==> src/rtl/jk_bank_sequencer.sv <==
// jk_bank_sequencer
//
// Command sequencer and two-port round-robin arbiter for a WIDTH-bit bank of
// JK flip-flop cells. One requester is granted at a time. The accepted
// command (clear / set / toggle / load / N-cycle count) is turned into
// per-bit J/K drive, cycle by cycle, until it completes. Counting uses the
// bank's Q outputs as feedback.
//
// Ports
//   clk          clock; the JK bank is clocked on the same edge
//   rst          asynchronous, active-high reset
//   req_valid_i  [1:0]          per-requester command valid (held until accepted)
//   req_ready_o  [1:0]          per-requester grant; one-hot or zero, IDLE only
//   req_op_i     [5:0]          opcodes, packed {op1, op0}
//   req_arg_i    [2*WIDTH-1:0]  mask/value/count, packed {arg1, arg0}
//   q_i          [WIDTH-1:0]    bank Q feedback
//   j_o, k_o     [WIDTH-1:0]    bank J/K drive; zero while idle
//   busy_o                      a command is executing
//   done_o                      pulse in the final drive cycle of a command
//   done_id_o                   requester index of the completing command

`timescale 1ns/1ps

module jk_bank_sequencer #(
  parameter int WIDTH = 8,
  parameter int CNT_W = 8
) (
  input  logic               clk,
  input  logic               rst,
  input  logic [1:0]         req_valid_i,
  output logic [1:0]         req_ready_o,
  input  logic [5:0]         req_op_i,
  input  logic [2*WIDTH-1:0] req_arg_i,
  input  logic [WIDTH-1:0]   q_i,
  output logic [WIDTH-1:0]   j_o,
  output logic [WIDTH-1:0]   k_o,
  output logic               busy_o,
  output logic               done_o,
  output logic               done_id_o
);

  typedef enum logic [1:0] {
    S_IDLE  = 2'd0,
    S_EXEC  = 2'd1,
    S_COUNT = 2'd2
  } state_e;

  typedef enum logic [2:0] {
    OP_NOP    = 3'd0,
    OP_CLEAR  = 3'd1,
    OP_SET    = 3'd2,
    OP_TOGGLE = 3'd3,
    OP_LOAD   = 3'd4,
    OP_CNT_UP = 3'd5,
    OP_CNT_DN = 3'd6,
    OP_RSVD   = 3'd7
  } op_e;

  localparam logic [CNT_W-1:0] CNT_ONE = CNT_W'(1);

  state_e             state_q, state_d;
  op_e                op_q, op_d;
  logic [WIDTH-1:0]   arg_q, arg_d;
  logic               id_q, id_d;
  logic [CNT_W-1:0]   remaining_q, remaining_d;
  logic               last_grant_q, last_grant_d;

  logic               grant_id;
  logic               accept;
  op_e                sel_op;
  logic [WIDTH-1:0]   sel_arg;
  logic [CNT_W-1:0]   sel_n;
  logic               sel_is_count;
  logic [WIDTH-1:0]   carry_up;
  logic [WIDTH-1:0]   borrow_dn;

  // Round-robin arbitration, only meaningful in IDLE. On contention the
  // requester that was not granted last time wins.
  always_comb begin
    grant_id    = 1'b0;
    req_ready_o = 2'b00;
    if (state_q == S_IDLE) begin
      unique case (req_valid_i)
        2'b01:   grant_id = 1'b0;
        2'b10:   grant_id = 1'b1;
        2'b11:   grant_id = ~last_grant_q;
        default: grant_id = 1'b0;
      endcase
      if (req_valid_i != 2'b00) begin
        req_ready_o = grant_id ? 2'b10 : 2'b01;
      end
    end
  end

  assign accept  = |req_ready_o;
  assign sel_op  = op_e'(grant_id ? req_op_i[5:3] : req_op_i[2:0]);
  assign sel_arg = grant_id ? req_arg_i[2*WIDTH-1:WIDTH] : req_arg_i[WIDTH-1:0];

  // Count length comes from the low CNT_W bits of the argument; if the count
  // field is wider than the bank it is zero-extended.
  if (CNT_W <= WIDTH) begin : g_n_narrow
    assign sel_n = sel_arg[CNT_W-1:0];
  end else begin : g_n_wide
    assign sel_n = {{(CNT_W-WIDTH){1'b0}}, sel_arg};
  end

  // A zero-length count behaves as a single idle drive cycle through EXEC.
  assign sel_is_count = ((sel_op == OP_CNT_UP) || (sel_op == OP_CNT_DN)) &&
                        (sel_n != '0);

  // State and captured-command registers.
  always_ff @(posedge clk or posedge rst) begin
    if (rst) begin
      state_q      <= S_IDLE;
      op_q         <= OP_NOP;
      arg_q        <= '0;
      id_q         <= 1'b0;
      remaining_q  <= '0;
      last_grant_q <= 1'b1;
    end else begin
      state_q      <= state_d;
      op_q         <= op_d;
      arg_q        <= arg_d;
      id_q         <= id_d;
      remaining_q  <= remaining_d;
      last_grant_q <= last_grant_d;
    end
  end

  // Next-state logic.
  always_comb begin
    state_d      = state_q;
    op_d         = op_q;
    arg_d        = arg_q;
    id_d         = id_q;
    remaining_d  = remaining_q;
    last_grant_d = last_grant_q;

    unique case (state_q)
      S_IDLE: begin
        if (accept) begin
          op_d         = sel_op;
          arg_d        = sel_arg;
          id_d         = grant_id;
          last_grant_d = grant_id;
          if (sel_is_count) begin
            state_d     = S_COUNT;
            remaining_d = sel_n;
          end else begin
            state_d = S_EXEC;
          end
        end
      end
      S_EXEC: begin
        state_d = S_IDLE;
      end
      S_COUNT: begin
        remaining_d = remaining_q - CNT_ONE;
        if (remaining_q == CNT_ONE) begin
          state_d = S_IDLE;
        end
      end
      default: begin
        state_d = S_IDLE;
      end
    endcase
  end

  // Ripple enables for a synchronous counter built from JK cells: bit i
  // toggles when every lower bit is 1 (up) or every lower bit is 0 (down).
  always_comb begin
    carry_up     = '0;
    borrow_dn    = '0;
    carry_up[0]  = 1'b1;
    borrow_dn[0] = 1'b1;
    for (int i = 1; i < WIDTH; i++) begin
      carry_up[i]  = carry_up[i-1]  &  q_i[i-1];
      borrow_dn[i] = borrow_dn[i-1] & ~q_i[i-1];
    end
  end

  // J/K drive and status outputs.
  always_comb begin
    j_o = '0;
    k_o = '0;
    unique case (state_q)
      S_EXEC: begin
        unique case (op_q)
          OP_CLEAR: begin
            k_o = arg_q;
          end
          OP_SET: begin
            j_o = arg_q;
          end
          OP_TOGGLE: begin
            j_o = arg_q;
            k_o = arg_q;
          end
          OP_LOAD: begin
            j_o = arg_q;
            k_o = ~arg_q;
          end
          default: begin
            j_o = '0;
            k_o = '0;
          end
        endcase
      end
      S_COUNT: begin
        if (op_q == OP_CNT_DN) begin
          j_o = borrow_dn;
          k_o = borrow_dn;
        end else begin
          j_o = carry_up;
          k_o = carry_up;
        end
      end
      default: begin
        j_o = '0;
        k_o = '0;
      end
    endcase
  end

  assign busy_o    = (state_q != S_IDLE);
  assign done_o    = (state_q == S_EXEC) ||
                     ((state_q == S_COUNT) && (remaining_q == CNT_ONE));
  assign done_id_o = id_q;

endmodule
==> config.mk <==
export PLATFORM = sky130hd
export DESIGN_NAME = jk_bank_sequencer
export DESIGN_NICKNAME = d
export VERILOG_FILES = /design/src/rtl/jk_bank_sequencer.sv
export SDC_FILE = /design/constraint.sdc
export NUM_CORES = 1
export LEC_CHECK = 0
export ABC_AREA = 1
export CAP_MARGIN = 25
export CORE_MARGIN = 1
export CORE_UTILIZATION = 40
export DETAILED_ROUTE_END_ITERATION = 6
export DONT_BUFFER_PORTS = 1
export SLEW_MARGIN = 25
export SYNTH_ARGS = -nofsm -noshare
export SYNTH_HDL_FRONTEND = slang
export SYNTH_SLANG_ARGS = --single-unit
export TNS_END_PERCENT = 10
==> constraint.sdc <==
create_clock -name clk -period 1.9 [get_ports clk]
set_input_delay 0.38 -clock clk [delete_from_list [all_inputs] [get_ports clk]]
set_output_delay 0.38 -clock clk [all_outputs]
set_load 0.01 [all_outputs]
==> results_dict.tcl, run 1 <==
set metrics [dict create \
    outcome "finished, violations left" \
    violations "design-rule violations, negative setup slack" \
    slew_violations 0 \
    first_pass_iters 6 \
    dp_slack_ns -0.0103 \
    critPathMaxStageDelay_ns 0.37 \
    yosysUniqueCellTypes 28 \
    post-dp-hpwl_um 3650 \
    worst_setup_path_end_kind "primary output" \
    power_leakage_nw 1.20 \
    fin_skew_ns 0.00684 \
    fp-row-count 24 \
    grt_pass1_wl_um 8380 \
    vias 2045 \
    synth_area_leaders "dfrtp_1, nand2_1, o21ai_0" \
    timing.hold.ws_ns 0.0395 \
    synth_top_area_cell "dfrtp_1" \
    seq_area_frac_synth_pct 30.2 \
    final_common_cell "nand2_1" \
    synth_cells 296 \
    first_global_vias 1859 \
    die_height_um 71.0 \
    rsz0062_at_grt "yes" \
    hp-class "in -> async" \
    cp.required_ns 1.52 \
    critPathTopFamily "simple AND/OR/NAND/NOR gates" \
    htree_levels 1 \
    diodes 0 \
    routed_wl_um 5050 \
    worst_skew_pair.late_latency_ns 0.26 \
    p_int_mw 2.00 \
    overflow 0 \
    crit_chain "inv_2 > nor3_4 > buf_6 > or2_2 > nand4_1 > a21oi_2 > buf_4" \
    antenna_found_initial 0 \
    synth_nets 335 \
    syn-mean-instance-area_um2 6.44 \
    slew_headroom_pct 76.4 \
    ys_seq_elements 23 \
    stdcell_count 393 \
    tns_ns -0.476 \
    initial_core_util_pct 42.6 \
    clock-sinks 23 \
    syn_area_mm2 0.00191 \
    tightest_slew_ns 0.353 \
    p_switching_mw 1.90 \
    final_cell_mix "nand2_1, buf_4, o21ai_0" \
    cts_made_buffers 3 \
    design_power_total_mw 3.90 \
    worst-path-buf-inv 3 \
    setup.worst_path.start_class "flip-flop" \
    dieArea_mm2 0.00505 \
    tritoncts "yes" \
    fmax_mhz 503 \
    grt_max_degree 24 \
    combPwrFrac_pct 67.5 \
    yosysWarnings 0 \
    crit_fanout 6 \
    p_seq_share_pct 24.8 \
    switching_share_pct 48.7 \
    synth_top_area_share_pct 28.9 \
    clock_path_buffers 2 \
    finalNetCount 381 \
    wl_per_cell_um 12.8 \
    period_needed_ns 1.99 \
    hold_viol_final 0 \
    area_growth_pct 31.4 \
    setup_slack_ns -0.0864 \
    placed_cells 375 \
    crit_path_top_delay_cell "dfrtp_1" \
    drive_gt1_share_pct 30.2 \
    die_w_um 71.0 \
    core-area_mm2 0.00447 \
    finalCritPeriodShare_pct 105 \
    arrival_ns 1.61 \
    fin_area_mm2 0.00251 \
    post-route-util_pct 56.0 \
    cts-root-buf "clkbuf_8" \
    drc 5 \
    cts_hold_buf 0 \
    drt-initial-drc-count 108 \
    path_class "reg -> out" \
    clk_pin_slew_ns 0.08 \
    vdd_drop_max_mv 0.806 \
    track_usage_pct 20.9 \
    max-cap-violations 0 \
    fillers 445 \
    vias_per_cell 5.20 \
    setup_viol 14 \
    postPlaceCellArea_mm2 0.00218 \
    pin_count 55 \
    clkPwrFrac_pct 7.7 \
    ant_nets 0 \
    portBuffers 0 \
    gp_congestion 0.821 \
    power_density_mw_per_mm2 1560 \
]
synth_stat cells:
library cell / count
nand3_1: 22
nand2_4: 4
nand2_2: 7
o21ai_1: 1
clkbuf_1: 4
o22ai_1: 1
nor2_1: 12
nand2_1: 86
o21bai_1: 1
dfrtp_1: 22
buf_6: 2
o21ai_0: 37
dfstp_2: 1
o31ai_1: 1
inv_4: 1
a22oi_1: 1
inv_1: 36
a21oi_1: 27
nand4_1: 5
ha_1: 5
o211ai_1: 1
a31oi_1: 2
clkinv_1: 3
o21ai_2: 1
nand3b_1: 6
nor3_2: 2
nor2_2: 2
or2_2: 3
final cells by class:
type / count / area, µm² / share of cell area (%)
Inverter: 40 / 164 / 6.54
Clock inverter: 1 / 5.00 / 0.200
Timing Repair Buffer: 46 / 373 / 14.9
Multi-Input combinational cell: 228 / 1280 / 51.1
Sequential cell: 23 / 578 / 23.1
Clock buffer: 3 / 41.3 / 1.65
Tap cell: 52 / 65.1 / 2.60
repair_timing:
item | CTS | global route
buffers inserted | 10 | 3
resized for setup | 37 | 13
endpoints found under the setup margin | 25 | 26
cloned | 0 | 1
pin swaps | 13 | 8
metal layers:
layer	wire, µm	global-route usage (%)	up-vias
li1	-	-	1062
met1	2390	27.1	913
met2	2330	35.8	62
met3	220	2.71	8
met4	111	7.78	0
met5	0	0	-
worst paths after layout:
kind	startpoint	endpoint	slack (ns)	depth (start not counted)
worst min register to register	remaining_q[1]	remaining_q[1]	0.51	2
worst max-delay path	op_q[1]	j_o[7]	-0.09	7
worst min-delay path	rst	arg_q[0]	0.04	2
worst max register to register	state_q[1]	remaining_q[0]	0.03	13
max in group asynchronous	rst	last_grant_q	1.58	2
min in group clk	req_op_i[3]	op_q[0]	0.32	2
registers in the layout, summed over array words and instances, names as in the netlist:
signal,count
arg_q,8
op_q,3
remaining_q,8
last_grant_q,1
done_id_o,1
state_q,2
power groups by stage:
| stage | clock [mW] | combinational [mW] | sequential (mW) |
|---|---|---|---|
| global placement | 0 | 2.04 | 0.959 |
| CTS | 0.310 | 2.45 | 0.967 |
| floorplan | 0 | 1.44 | 0.906 |
| finish | 0.302 | 2.63 | 0.968 |
| global route | 0.334 | 2.95 | 1.00 |
| detailed placement | 0 | 2.06 | 0.963 |
kinds of logic after synthesis:
group / share of synthesized area, %
flops: 30.2
fa+ha+maj: 3.28
simple gates: 36.4
buf+inv: 9.97
compound gates: 20.1
(Power assumes the default switching activity.)
==> inputs of run 2 (changes only) <==
--- a/config.mk
+++ b/config.mk
@@ -8,9 +8,10 @@
 export ABC_AREA = 1
 export CAP_MARGIN = 25
 export CORE_MARGIN = 1
-export CORE_UTILIZATION = 40
+export CORE_UTILIZATION = 57
 export DETAILED_ROUTE_END_ITERATION = 6
 export DONT_BUFFER_PORTS = 1
+export PLACE_DENSITY = 0.75
 export SLEW_MARGIN = 25
 export SYNTH_ARGS = -nofsm -noshare
 export SYNTH_HDL_FRONTEND = slang
==> results_dict.tcl, run 2 (synthesized netlist as in run 1, its figures left out) <==
set metrics [dict create \
    crit_fanout 7 \
    first_global_vias 1921 \
    first_pass_iters 4 \
    setup_slack_ns -0.175 \
    core-area_mm2 0.00310 \
    tightest_slew_ns 0.373 \
    drc 0 \
    power_density_mw_per_mm2 1540 \
    power_leakage_nw 1.17 \
    drive_gt1_share_pct 30.7 \
    cts_made_buffers 3 \
    crit_end "j_o[7]" \
    fmax_mhz 482 \
    fin_skew_ns 0.0182 \
    routed_wl_um 5290 \
    clock_path_buffers 2 \
    stdcell_count 376 \
    track_usage_pct 30.4 \
    drt-initial-drc-count 151 \
    finalCritPeriodShare_pct 109 \
    worst_setup_path_end_kind "primary output" \
    portBuffers 0 \
    setup_viol 17 \
    grt.busiest_layer "met2" \
    fp-row-count 20 \
    clock-sinks 23 \
    violations "negative setup slack" \
    die_w_um 59.8 \
    max-cap-violations 0 \
    hold_viol_final 0 \
    slew_headroom_pct 75.0 \
    vdd_drop_max_mv 1.23 \
    rsz0062_at_grt "yes" \
    ant_nets 0 \
    design_power_total_mw 3.83 \
    finalNetCount 372 \
    htree_levels 1 \
    final_common_cell "nand2_1" \
    final_cell_mix "nand2_1, inv_1, buf_4" \
    antenna_found_initial 0 \
    grt_max_degree 24 \
    cp.required_ns 1.52 \
    clk_pin_slew_ns 0.13 \
    dp_slack_ns -0.0271 \
    hp-class "in -> reg" \
    vias_per_cell 5.63 \
    post-dp-hpwl_um 3530 \
    setup.worst_path.start_class "flip-flop" \
    hp-start "req_op_i[3]" \
    placed_cells 366 \
    wl_per_cell_um 14.1 \
    grtUsageMet1_pct 39.1 \
    outcome "finished, violations left" \
    vias 2116 \
    die_height_um 59.8 \
    startpoint "op_q[0]" \
    grt_pass1_wl_um 8200 \
    area_growth_pct 30.3 \
    met2_usage_pct 51.3 \
    pin_count 55 \
    reg2reg_depth 15 \
    cts-root-buf "clkbuf_4" \
    dieArea_mm2 0.00358 \
    gp_congestion 0.922 \
    r2r_slack_ns 0.03 \
    initial_core_util_pct 61.5 \
    slew_violations 0 \
    worst_skew_pair.late_latency_ns 0.32 \
    r2r_end "remaining_q[1]" \
    overflow 0 \
    diodes 0 \
    arrival_ns 1.70 \
    top_regs "arg_q x8, remaining_q x8, op_q x3" \
    period_needed_ns 2.08 \
    use_met3_pct 3.68 \
    regToRegStartpoint "state_q[1]" \
    path_class "reg -> out" \
    tritoncts "yes" \
]
run 2: cell types whose count changed in the layout (fill, tap and decap cells not counted), sizes merged:
cell / previous run / this run
buf: 46 / 37
clkinvlp: 1 / 0
dlygate4sd3: 0 / 1
inv: 36 / 37
nand2: 98 / 97
run 2: timing repair:
| item | CTS | global route |
|---|---|---|
| endpoints found under the hold margin | 22 | 0 |
| endpoints found under the setup margin | 25 | 28 |
| pin swaps | 15 | 15 |
| resized for setup | 44 | 26 |
| buffers inserted | 4 | 1 |
| hold buffers | 1 | 0 |
run 2: final cells by class:
| class | instances | area, µm² |
|---|---|---|
| Clock buffer | 3 | 22.5 |
| Sequential cell | 23 | 577 |
| Clock inverter | 1 | 5.00 |
| Fill cell | 230 | 618 |
| Inverter | 40 | 160 |
| Tap cell | 44 | 55.1 |
| Timing Repair Buffer | 38 | 310 |
| Multi-Input combinational cell | 227 | 1360 |
run 2: worst min path at each step:
stage                                 to  cells past startpoint
after floorplan                 arg_q[0]                      1
after global placement    remaining_q[1]                      2
after detailed placement  remaining_q[1]                      2
after CTS                        op_q[0]                      2
after global routing             op_q[0]                      2
final                            op_q[0]                      2
run 2: metal layers:
metal	vias to the layer above	part of all wire (%)	routed length [µm]
li1	1051	-	-
met1	940	42	2220
met2	107	49	2580
met3	18	6.7	354
met4	0	2.5	131
met5	-	0	0
run 2: critical path, stage by stage, from the launching register on:
cell and delay (ns):
dfrtp_1 0.42, buf_6 0.13, nor3_4 0.23, a21oi_2 0.08
nor2_2 0.10, buf_6 0.16, nand2_1 0.08, a21oi_2 0.18
run 2: report_power, final:
part           internal (mW)  total, mW  switching, mW  leakage, nW
sequential             0.739      0.980          0.241        0.280
clock                 0.0787      0.240          0.161       0.0177
combinational           1.00       2.61           1.60        0.874
total                   1.82       3.83           2.01         1.17
run 2: per-stage QoR:
| stage | hold WS (ns) | area, µm² | utilization, % | setup TNS [ns] |
|---|---|---|---|---|
| floorplan | 0.381 | 1910 | - | 0 |
| global placement | 0.327 | 2160 | 69.8 | 0 |
| detailed placement | 0.337 | 2160 | 69.8 | -0.0681 |
| CTS | 0.278 | 2360 | 76.2 | -1.50 |
| global route | 0.316 | 2480 | 80.1 | -4.28 |
| finish | 0.280 | 2480 | 80.1 | -2.21 |
==> inputs of run 3 (changes only) <==
--- a/config.mk
+++ b/config.mk
@@ -8,10 +8,10 @@
 export ABC_AREA = 1
 export CAP_MARGIN = 25
 export CORE_MARGIN = 1
-export CORE_UTILIZATION = 57
+export CORE_UTILIZATION = 55
 export DETAILED_ROUTE_END_ITERATION = 6
 export DONT_BUFFER_PORTS = 1
-export PLACE_DENSITY = 0.75
+export PLACE_DENSITY = 0.73
 export SLEW_MARGIN = 25
 export SYNTH_ARGS = -nofsm -noshare
 export SYNTH_HDL_FRONTEND = slang
==> results_dict.tcl, run 3 (synthesized netlist as in run 1, its figures left out) <==
set metrics [dict create \
    fmax_mhz 484 \
    hold_end "op_q[0]" \
    slew_headroom_pct 78.2 \
    setup_slack_ns -0.165 \
    worst_setup_path_end_kind "primary output" \
    htree_levels 1 \
    gp_congestion 0.959 \
    cp.required_ns 1.52 \
    cts-root-buf "clkbuf_4" \
    crit_fanout 6 \
    portBuffers 0 \
    hp-class "in -> reg" \
    tritoncts "yes" \
    first_pass_iters 4 \
    arrival_ns 1.68 \
    post-dp-hpwl_um 3520 \
    vias_per_cell 5.61 \
    routed_wl_um 5510 \
    setup.worst_path.start_class "flip-flop" \
    holdPathStages 2 \
    regToRegStartpoint "state_q[1]" \
    final_cell_mix "nand2_1, buf_4, inv_1" \
    tns_ns -1.63 \
    diodes 0 \
    hp-start "req_op_i[3]" \
    grt_pass1_wl_um 7490 \
    dieArea_mm2 0.00371 \
    reg2reg_depth 15 \
    vdd_drop_max_mv 1.03 \
    power_leakage_nw 1.21 \
    violations "negative setup slack" \
    fillers 235 \
    power_density_mw_per_mm2 1530 \
    final_common_cell "nand2_1" \
    worst_skew_pair.late_latency_ns 0.31 \
    grt_max_degree 24 \
    top_regs "arg_q x8, remaining_q x8, op_q x3" \
    drc 0 \
    ant_nets 0 \
    max-cap-violations 0 \
    startpoint "op_q[1]" \
    r2r_end "remaining_q[6]" \
    finalCritPeriodShare_pct 109 \
    vias 2156 \
    fp-row-count 21 \
    die_height_um 60.9 \
    drt-initial-drc-count 133 \
    postPlaceCellArea_mm2 0.00217 \
    area_growth_pct 37.5 \
    clk_pin_slew_ns 0.12 \
    setup_viol 16 \
    period_needed_ns 2.06 \
    hold_viol_final 0 \
    slew_violations 0 \
    tightest_slew_ns 0.324 \
    overflow 0 \
    antenna_found_initial 0 \
    fin_skew_ns 0.00256 \
    r2r_slack_ns 0.02 \
    core-area_mm2 0.00334 \
    track_usage_pct 27.1 \
    finalNetCount 378 \
    cts_made_buffers 3 \
    first_global_vias 1829 \
    pin_count 55 \
    path_class "reg -> out" \
    clock-sinks 23 \
    wl_per_cell_um 14.4 \
    fin_area_mm2 0.00262 \
    rsz0062_at_grt "yes" \
    die_w_um 60.9 \
    drive_gt1_share_pct 34.9 \
    initial_core_util_pct 57.1 \
    outcome "finished, violations left" \
    clock_path_buffers 2 \
    dp_slack_ns -0.000422 \
]
run 3: cell count changes in the layout (fill, tap and decap cells not counted), moves of 2 or more:
cell	before	now
nand3_1	20	17
buf_6	6	8
nand2_8	1	3
nand2_2	12	14
nor2_2	2	4
o21ai_0	28	26
buf_4	31	33
nor2_1	11	9
inv_4	0	2
o21ai_2	2	4
nand3_2	2	5
nand2_1	79	76
run 3: power breakdown:
| part | switching, mW | internal (mW) |
|---|---|---|
| clock | 0.141 | 0.0821 |
| sequential | 0.242 | 0.740 |
| combinational | 1.72 | 1.10 |
| total | 2.10 | 1.92 |
run 3: metrics by stage:
stage | power, mW | util [%] | hold slack (ns) | cells
3_3_place_gp | 2.98 | 64.9 | 0.324 | 368
2_1_floorplan | 2.35 | - | 0.381 | 296
5_1_grt | 4.35 | 78.6 | 0.284 | 384
4_1_cts | 3.53 | 71.4 | 0.273 | 380
3_5_place_dp | 3.02 | 64.9 | 0.327 | 368
6_report | 4.02 | 78.6 | 0.275 | 384
run 3: critical path, stage by stage, from the launching register on:
cell,delay (ns)
dfrtp_1,0.39
inv_1,0.08
nor3_2,0.05
buf_4,0.15
buf_4,0.14
o21ai_0,0.13
nand3_2,0.20
a21oi_4,0.22
run 3: repair_timing:
action,in CTS,in global routing
setup endpoints to repair,27,29
resized for setup,43,50
endpoints found under the hold margin,22,0
hold buffers,1,0
gates cloned,0,2
pin swaps,17,31
setup buffers,7,2
run 3: layout make-up:
type / count / area, µm² / share of cell area (%)
flip-flops and latches: 23 / 577 / 22.0
inverters: 40 / 168 / 6.40
repair buffers: 42 / 348 / 13.3
well taps: 46 / 57.6 / 2.20
multi-input cells: 229 / 1450 / 55.1
clock buffers: 4 / 26.3 / 1.00
run 3: worst max path at each step:
stage                      to  slack, ns
2_1_floorplan          j_o[2]      0.006
3_3_place_gp   remaining_q[2]       0.03
3_5_place_dp   remaining_q[5]    -0.0004
4_1_cts                j_o[1]      -0.07
5_1_grt                k_o[3]      -0.25
6_report               k_o[3]      -0.16
run 3: routing by layer:
metal  routed length, µm  part of all wire [%]  global-route usage (%)
met5                   0                     0                       0
met4                 104                   1.9                    8.44
met3                 213                   3.9                    3.62
met2                2900                    53                    50.9
met1                2290                    42                    31.8
